[config.mk]
export PLATFORM = sky130hd
export DESIGN_NAME = tank_decoder_param
export DESIGN_NICKNAME = d
export VERILOG_FILES = /design/src/rtl/tank_decoder_param.sv
export SDC_FILE = /design/constraint.sdc
export NUM_CORES = 1
export LEC_CHECK = 0
export ABC_AREA = 1
export BUFFER_PORTS_ARGS = -buffer_cell sky130_fd_sc_hd__buf_4
export CAP_MARGIN = 25
export CORE_MARGIN = 4
export CORE_UTILIZATION = 45
export CTS_CLUSTER_DIAMETER = 150
export DETAILED_ROUTE_END_ITERATION = 12
export PLACE_DENSITY = 0.69
export SYNTH_ARGS = -nofsm -noshare
export SYNTH_HDL_FRONTEND = slang
export SYNTH_SLANG_ARGS = --single-unit
export TNS_END_PERCENT = 30
[constraint.sdc]
create_clock -name clk -period 3.9 [get_ports clk]
set_input_delay 1.17 -clock clk [delete_from_list [all_inputs] [get_ports clk]]
set_output_delay 1.17 -clock clk [all_outputs]
set_load 0.03 [all_outputs]
[src/rtl/tank_decoder_param.sv]
// Store-tank decoder: moves one serial word window between the register and a
// selected tank half, with an optional double-word (down then up) transfer.
module tank_decoder_param #(
    parameter int unsigned NUM_TANKS = 4,
    parameter int unsigned SEL_W     = 2,
    parameter int unsigned WORD_BITS = 18
) (
    input  logic                   clk,
    input  logic                   rst_neg,
    input  logic                   f9_pos,
    input  logic                   read,
    input  logic                   write,
    input  logic                   dbl,
    input  logic [SEL_W-1:0]       tank_sel,
    input  logic                   half_sel,
    input  logic [2*NUM_TANKS-1:0] mob_t,
    input  logic                   mib,
    output logic                   r_shift,
    output logic                   r_mob,
    output logic [2*NUM_TANKS-1:0] t_in,
    output logic [2*NUM_TANKS-1:0] t_clr,
    output logic                   busy,
    output logic                   done,
    output logic                   err
);

    localparam int unsigned LANES = 2 * NUM_TANKS;
    localparam int unsigned CNT_W = (WORD_BITS > 1) ? $clog2(WORD_BITS) : 1;
    localparam int unsigned IDX_W = SEL_W + 1;
    localparam logic [CNT_W-1:0] CNT_LAST = CNT_W'(WORD_BITS - 1);

    typedef enum logic [2:0] {
        S_IDLE  = 3'd0,
        S_ARMED = 3'd1,
        S_XFER  = 3'd2,
        S_XFER2 = 3'd3,
        S_DONE  = 3'd4
    } state_e;

    state_e             state_q, state_d;
    logic [CNT_W-1:0]   cnt_q, cnt_d;
    logic               op_wr_q, op_wr_d;
    logic               dbl_q, dbl_d;
    logic [SEL_W-1:0]   tank_q, tank_d;
    logic               half_q, half_d;

    logic               r_shift_d, r_mob_d, busy_d, done_d, err_d;
    logic [LANES-1:0]   t_in_d, t_clr_d;
    logic               shift_d;
    logic [IDX_W-1:0]   idx_d;
    logic               sel_bad;

    // Tank number out of range; only possible when the select field can encode it.
    if ((1 << SEL_W) > NUM_TANKS) begin : g_sel_chk
        assign sel_bad = (32'(tank_sel) >= NUM_TANKS);
    end else begin : g_sel_ok
        assign sel_bad = 1'b0;
    end

    // Next-state: request handshake, window sequencing and bit counting.
    always_comb begin
        state_d = state_q;
        cnt_d   = cnt_q;
        op_wr_d = op_wr_q;
        dbl_d   = dbl_q;
        tank_d  = tank_q;
        half_d  = half_q;
        err_d   = 1'b0;
        case (state_q)
            S_IDLE: begin
                if (read | write) begin
                    if ((read & write) | sel_bad) begin
                        err_d = 1'b1;
                    end else begin
                        state_d = S_ARMED;
                        op_wr_d = write;
                        dbl_d   = dbl;
                        tank_d  = tank_sel;
                        half_d  = dbl ? 1'b0 : half_sel;
                    end
                end
            end
            S_ARMED: begin
                if (f9_pos) begin
                    state_d = S_XFER;
                    cnt_d   = '0;
                end
            end
            S_XFER, S_XFER2: begin
                if (cnt_q == CNT_LAST) begin
                    cnt_d = '0;
                    if ((state_q == S_XFER) && dbl_q && !half_q) begin
                        state_d = S_XFER2;
                        half_d  = 1'b1;
                    end else begin
                        state_d = S_DONE;
                    end
                end else begin
                    cnt_d = cnt_q + CNT_W'(1);
                end
            end
            S_DONE: begin
                state_d = S_IDLE;
            end
            default: begin
                state_d = S_IDLE;
            end
        endcase
    end

    // Output decode from the next state so every output is a plain register.
    always_comb begin
        shift_d   = (state_d == S_XFER) || (state_d == S_XFER2);
        idx_d     = {tank_d, half_d};
        r_shift_d = shift_d;
        busy_d    = (state_d == S_ARMED) || shift_d;
        done_d    = (state_d == S_DONE);
        r_mob_d   = 1'b0;
        t_in_d    = '0;
        t_clr_d   = '0;
        for (int unsigned i = 0; i < LANES; i++) begin
            if (shift_d && (32'(idx_d) == i)) begin
                if (op_wr_d) begin
                    t_clr_d[i] = 1'b1;
                    t_in_d[i]  = mib;
                end else begin
                    r_mob_d = mob_t[i];
                end
            end
        end
    end

    // State, latched request and output registers.
    always_ff @(posedge clk or negedge rst_neg) begin
        if (!rst_neg) begin
            state_q <= S_IDLE;
            cnt_q   <= '0;
            op_wr_q <= 1'b0;
            dbl_q   <= 1'b0;
            tank_q  <= '0;
            half_q  <= 1'b0;
            r_shift <= 1'b0;
            r_mob   <= 1'b0;
            t_in    <= '0;
            t_clr   <= '0;
            busy    <= 1'b0;
            done    <= 1'b0;
            err     <= 1'b0;
        end else begin
            state_q <= state_d;
            cnt_q   <= cnt_d;
            op_wr_q <= op_wr_d;
            dbl_q   <= dbl_d;
            tank_q  <= tank_d;
            half_q  <= half_d;
            r_shift <= r_shift_d;
            r_mob   <= r_mob_d;
            t_in    <= t_in_d;
            t_clr   <= t_clr_d;
            busy    <= busy_d;
            done    <= done_d;
            err     <= err_d;
        end
    end

endmodule

# --- Word level (Yosys, flattened, before mapping) ---
# Cells that the tools add are included.
op_classes:
  n_eq_ne: 16
  bitwise: 3
  mux: 58
  n_addsub: 1
  n_reduce_logical: 19
op_table:
  columns: ["operator", "n"]
  rows:
  - ["$mux 1", 45]
  - ["$eq 3x2->1 const B", 6]
  - ["$eq 3x3->1 const B", 5]
  - ["$mux 3", 5]
  - ["$logic_and 1x1->1", 10]
  - ["$mux 5", 2]
  - ["$pmux 5 s2", 1]
  - ["$eq 3x1->1 const B", 3]
  - ["$pmux 3 s3", 1]
  - ["$logic_not 3->1", 2]
  - ["$mux 2", 3]
  - ["$add 5x1->5 const B", 1]
  - ["$eq 5x5->1 const B", 1]
  - ["$reduce_and 3->1", 1]
  - ["$logic_or 1x1->1", 2]
  - ["$ne 2x2->1 const B", 1]
  - ["$pmux 1 s2", 1]
  - ["$reduce_and 2->1", 1]
  - ["$reduce_bool 2->1", 1]
  - ["$reduce_or 2->1", 1]
  - ["$and 1x1->1", 1]
  - ["$logic_not 1->1", 1]
  - ["$not 1->1", 1]
  - ["$or 1x1->1", 1]
totals:
  reg_bits: 34
  inputBits: 18
  word_cells: 110

# --- Logic depth before layout (Yosys ltp) ---
logic_depth:
  word_depth: 24
  depth_mapped: 13
  ltp_nobuf: 13

# --- Worst setup path after synthesis ---
# OpenSTA, ideal clock, no wires.
synth_path:
  kind: "input to register"
  from: "input port read"
  to: "register r_mob"
  setup_time_ns: 0.132
  stages: 10
  path_buffers: 0
  arrival_ns: 2.313
  slack_ns: 1.455
  cell_sequence: "ha_1 > nor2_2 > nand3_4 > o21ai_1 > nand2_2 > nor2_4 > nor2_1 > nand2_1 > o21bai_1 > nand4_1"
synth_between:
  elab_chain_cells: 22
synth_rtl:
  columns: ["element", "line", "text"]
  rows:
  - ["from (decl)", "11", "input logic read,"]
  - ["$and 1x1->1", "72", "if ((read & write) | sel_bad) begin"]
  - ["$mux 3", "72", null]
  - ["$mux 3", "71", "if (read | write) begin"]
  - ["$pmux 3 s3", "69", "case (state_q)"]
  - ["$eq 3x2->1", "113", "shift_d = (state_d == S_XFER) || (state_d == S_XFER2);"]
  - ["$logic_or 1x1->1", "113", null]
  - ["$logic_and 1x1->1", "122", "if (shift_d && (32'(idx_d) == i)) begin"]
  - ["$mux 1", "122", null]
  - ["(+7 left out)", null, null]
  - ["$mux 1", "122", null]
  - ["$mux 1", "123", "if (op_wr_d) begin"]
  - ["$mux 1", "122", null]
  - ["$mux 1", "123", null]
  - ["$mux 1", "122", null]
  - ["$mux 1", "123", null]
  - ["$mux 1 *", "122", null]
  - ["net r_mob_d", "47", "logic r_shift_d, r_mob_d, busy_d, done_d, err_d;"]
  - ["to (signal assigned)", "157", "r_mob <= r_mob_d;"]
  - ["to (decl)", "19", "output logic r_mob,"]
# The timed path passes the listed nets; every way through them passes the cells marked *.
# A chain may end at the register's enable or synchronous reset.

# --- Final worst setup path ---
layout_path:
  from: "input port read"
  to: "register r_mob"
layout_rtl:
  columns: ["element", "line", "text"]
  rows:
  - ["$and 1x1->1", "72", null]
  - ["$mux 2", "72", null]
  - ["$mux 2 *", "71", null]
  - ["$mux 2 *", "69", null]
  - ["net tank_d[1]", "44", "logic [SEL_W-1:0] tank_q, tank_d;"]
  - ["$logic_not 3->1", "122", null]
  - ["$logic_and 1x1->1", "122", null]
  - ["$mux 1", "122", null]
  - ["(+7 left out)", null, null]
  - ["$mux 1", "122", null]
  - ["$mux 1", "123", null]
  - ["$mux 1", "122", null]
  - ["$mux 1", "123", null]
  - ["$mux 1", "122", null]
  - ["$mux 1", "123", null]
  - ["$mux 1 *", "122", null]
  - ["net r_mob_d", "47", null]
# Marks and branches as above.

==> metrics.md <==
| Metric | Value |
|---|---|
| Inserted Clock Buffers | 5 |
| Crit path arrival time | 2.58 ns |
| Warnings, synthesis | 0 |
| Element type at the critical path start | primary input |
| First-pass GRT wire length | 5.30 mm |
| Row count | 21 |
| Clock Skews | 0.00732 ns |
| Peak VDD IR | 0.288 mV |
| WL/cell | 12.0 µm |
| Initial antenna violation count | 0 |
| Slew headroom | 72.1% |
| Slowest library cell on the worst path | ha_1 |
| Hpwl dp | 2.40 mm |
| Largest net degree at the start of global routing | 35 |
| Cell Area, Synth | 0.00157 mm² |
| Nets | 232 |
| H-tree Lvls | 2 |
| Cell internal pwr | 0.828 mW |
| Worst Tran Pin Value | 0.419 ns |
| Pre-antenna DRT Iters | 4 |
| Max-cap violation count | 0 |
| Post-CTS Setup Inserts | 0 |
| Synth Flop Type | dfrtp_1 |
| Core area | 0.00336 mm² |
| Pwr dens | 715 mW/mm² |
| Mapped Nets | 188 |
| GRT Total Usage | 15.9% |
| Final setup TNS | 0 ns |
| RSZ-0062 raised after global routing | false |
| Final worst path period share | 60.4% |
| Area grow syn2layout | 26.6% |
| Worst Hold Class | reg -> reg |
| Synthesized flop and latch total | 34 |
| Type of the worst setup path | in -> reg |
| Synth top area share | 54.1% |
| Sequential share of the synthesized area | 54.1% |
| Avg Vias per Cell | 4.71 |
| Clk buf depth | 2 |
| Combinational Power Share | 45.0% |
| Antenna viol nets, final | 0 |
| Critical-path cell list | buf_4, ha_1, nor2_2, nand3_4, nand2_1, nand2_1, inv_1, nand2_2, nor2_4, nor2_1, nand2_1, o21bai_1, nand4_1 |
| Crit. End Element | flip-flop |
| Vias in the first global route | 1220 |
| Synth cell types | 29 |
| Worst EP required | 4.13 ns |
| Gpl congestion | 0.869 |
| Synth area leaders | dfrtp_1, nor2_1, nand2_1 |
| Final Max Slew Viols | 0 |
| Status | complete, no violations |
| # IOs | 39 |
| Die area | 0.00451 mm² |
| PostCTS Resize Cnt | 0 |
| Post-DP Area | 0.00191 mm² |
| Antenna Cells | 0 |
| Global route total overflow | 0 |
| Clock sinks | 34 |
| Max incr delay on CP | 0.20 ns |
| Die X | 67.1 µm |
| Detailed Route WL | 3.08 mm |
| Leak | 1.05 nW |
| Area leader, netlist | dfrtp_1 |
| Fmax achieved | 0.425 GHz |
| Post-route cell area | 0.00199 mm² |
| Worst skew pair latency | 0.34 ns |
| Mean area per synthesized cell | 9.48 µm² |
| Die height | 67.1 µm |
| Initial core utilization | 46.8% |
| Final hold viol count | 0 |
| Final setup viols | 0 |
| Root Buffer | clkbuf_4 |
| Crit path max fanout | 7 |
| Minimum clock period | 2.35 ns |
| Fillers | 315 |
| Cts hold-fix bufs | 0 |
| Most frequent CP cell | nand2_1 |
| Share of layout cells above drive strength 1 | 33.6% |
| DR iter-0 viols | 60 |
| Clock Power Share | 18.2% |
| Worst-path clk slew | 0.11 ns |
| TritonCTS clock tree | done |
| Asr flop ratio synth | 100% |
| Sequential share of power | 36.8% |
| Vias | 1210 |
| EDFF count, synth | 0 |
| DRC viols | 0 |
| Gate Count Post-Synth | 166 |
| Switching share of power | 41.9% |
| Net Sw Power | 0.596 mW |
| PortBufs | 38 |
==> power groups by stage <==
stage / clock network [mW] / registers (mW) / logic, mW
finish: 0.259 / 0.524 / 0.641
global route: 0.281 / 0.537 / 0.712
CTS: 0.266 / 0.524 / 0.648
detailed placement: 0 / 0.532 / 0.644
global placement: 0 / 0.529 / 0.630
floorplan: 0 / 0.618 / 0.380
==> Yosys cell counts (2+ instances only) <==
master / instances
o21ai_0: 4
ha_1: 4
dfrtp_1: 34
nand4_1: 4
nand2_2: 5
nand3_1: 12
inv_1: 18
nor2_1: 28
nand3_4: 2
nor2_4: 4
nand2_1: 26
nor2_2: 2
xor2_1: 2
o22ai_1: 2
inv_2: 5
==> kinds of logic after synthesis <==
kind of cell | count (synthesis) | share of synthesized area (%)
AND/OR/NAND/NOR | 90 | 30.8
XOR/XNOR | 3 | 1.67
adder cells (fa/ha/maj) | 4 | 3.18
AO/OA/AOI/OAI | 11 | 4.29
buffers and inverters | 24 | 5.96
flip-flops | 34 | 54.1
==> flip-flops by register name, indices dropped and copies added (netlist names) <==
name,cells
t_clr,8
t_in,8
cnt_q,5
state_q,3
tank_q,2
busy,1
dbl_q,1
done,1
err,1
half_q,1
op_wr_q,1
r_mob,1
r_shift,1
==> stage by stage <==
step	hold WS, ns	std cells	worst slack [ns]	total power [mW]	util [%]
global route	0.554	257	1.38	1.53	59.2
finish	0.527	257	1.55	1.42	59.2
global placement	0.502	249	1.22	1.16	56.8
detailed placement	0.504	249	1.18	1.18	56.8
CTS	0.530	257	1.55	1.44	59.2
floorplan	0.485	166	1.45	0.999	-
==> per-layer routing <==
metal  vias to the layer above  global-route usage, %  part of all wire [%]
li1                        610                      -                     -
met4                         0                   7.59                   2.9
met2                        37                   25.8                    49
met1                       554                   19.1                    42
met5                         -                      0                     0
met3                         9                   4.99                   5.4
==> critical path, delay by kind of cell <==
family | cells | cell delay, ns
AND/OR/NAND/NOR | 9 | 0.92
AO/OA/AOI/OAI | 1 | 0.10
adder cells (fa/ha/maj) | 1 | 0.20
buffers and inverters | 2 | 0.19
==> final cells by class <==
| class | instances | area (µm²) | share of cell area [%] |
|---|---|---|---|
| flip-flops and latches | 34 | 851 | 42.7 |
| clock buffers | 5 | 37.5 | 1.88 |
| clock inverters | 3 | 45.0 | 2.26 |
| well taps | 46 | 57.6 | 2.89 |
| multi-input cells | 108 | 629 | 31.6 |
| inverters | 23 | 86.3 | 4.33 |
| repair buffers | 38 | 285 | 14.3 |
==> path summary, 6_finish.rpt <==
check / startpoint / end / slack, ns / cells after the start
max: read / r_mob / 1.55 / 13
max reg2reg: cnt_q[1] / r_mob / 2.11 / 12
max in group asynchronous: rst_neg / cnt_q[2] / 2.85 / 1
min reg2reg: op_wr_q / op_wr_q / 0.53 / 1
min: op_wr_q / op_wr_q / 0.53 / 1
min in group asynchronous: rst_neg / done / 0.75 / 1
==> cell usage in the layout, fill, tap and decap left out, types with 5 or more instances in the layout <==
cell type and instances:
clkbuf_4 5, nand2_2 5, nor2_1 28, inv_2 5, nand3_1 12, dfrtp_1 34
inv_1 18, nand2_1 26, buf_4 38
Note: power is estimated with default switching activity, not from simulation.
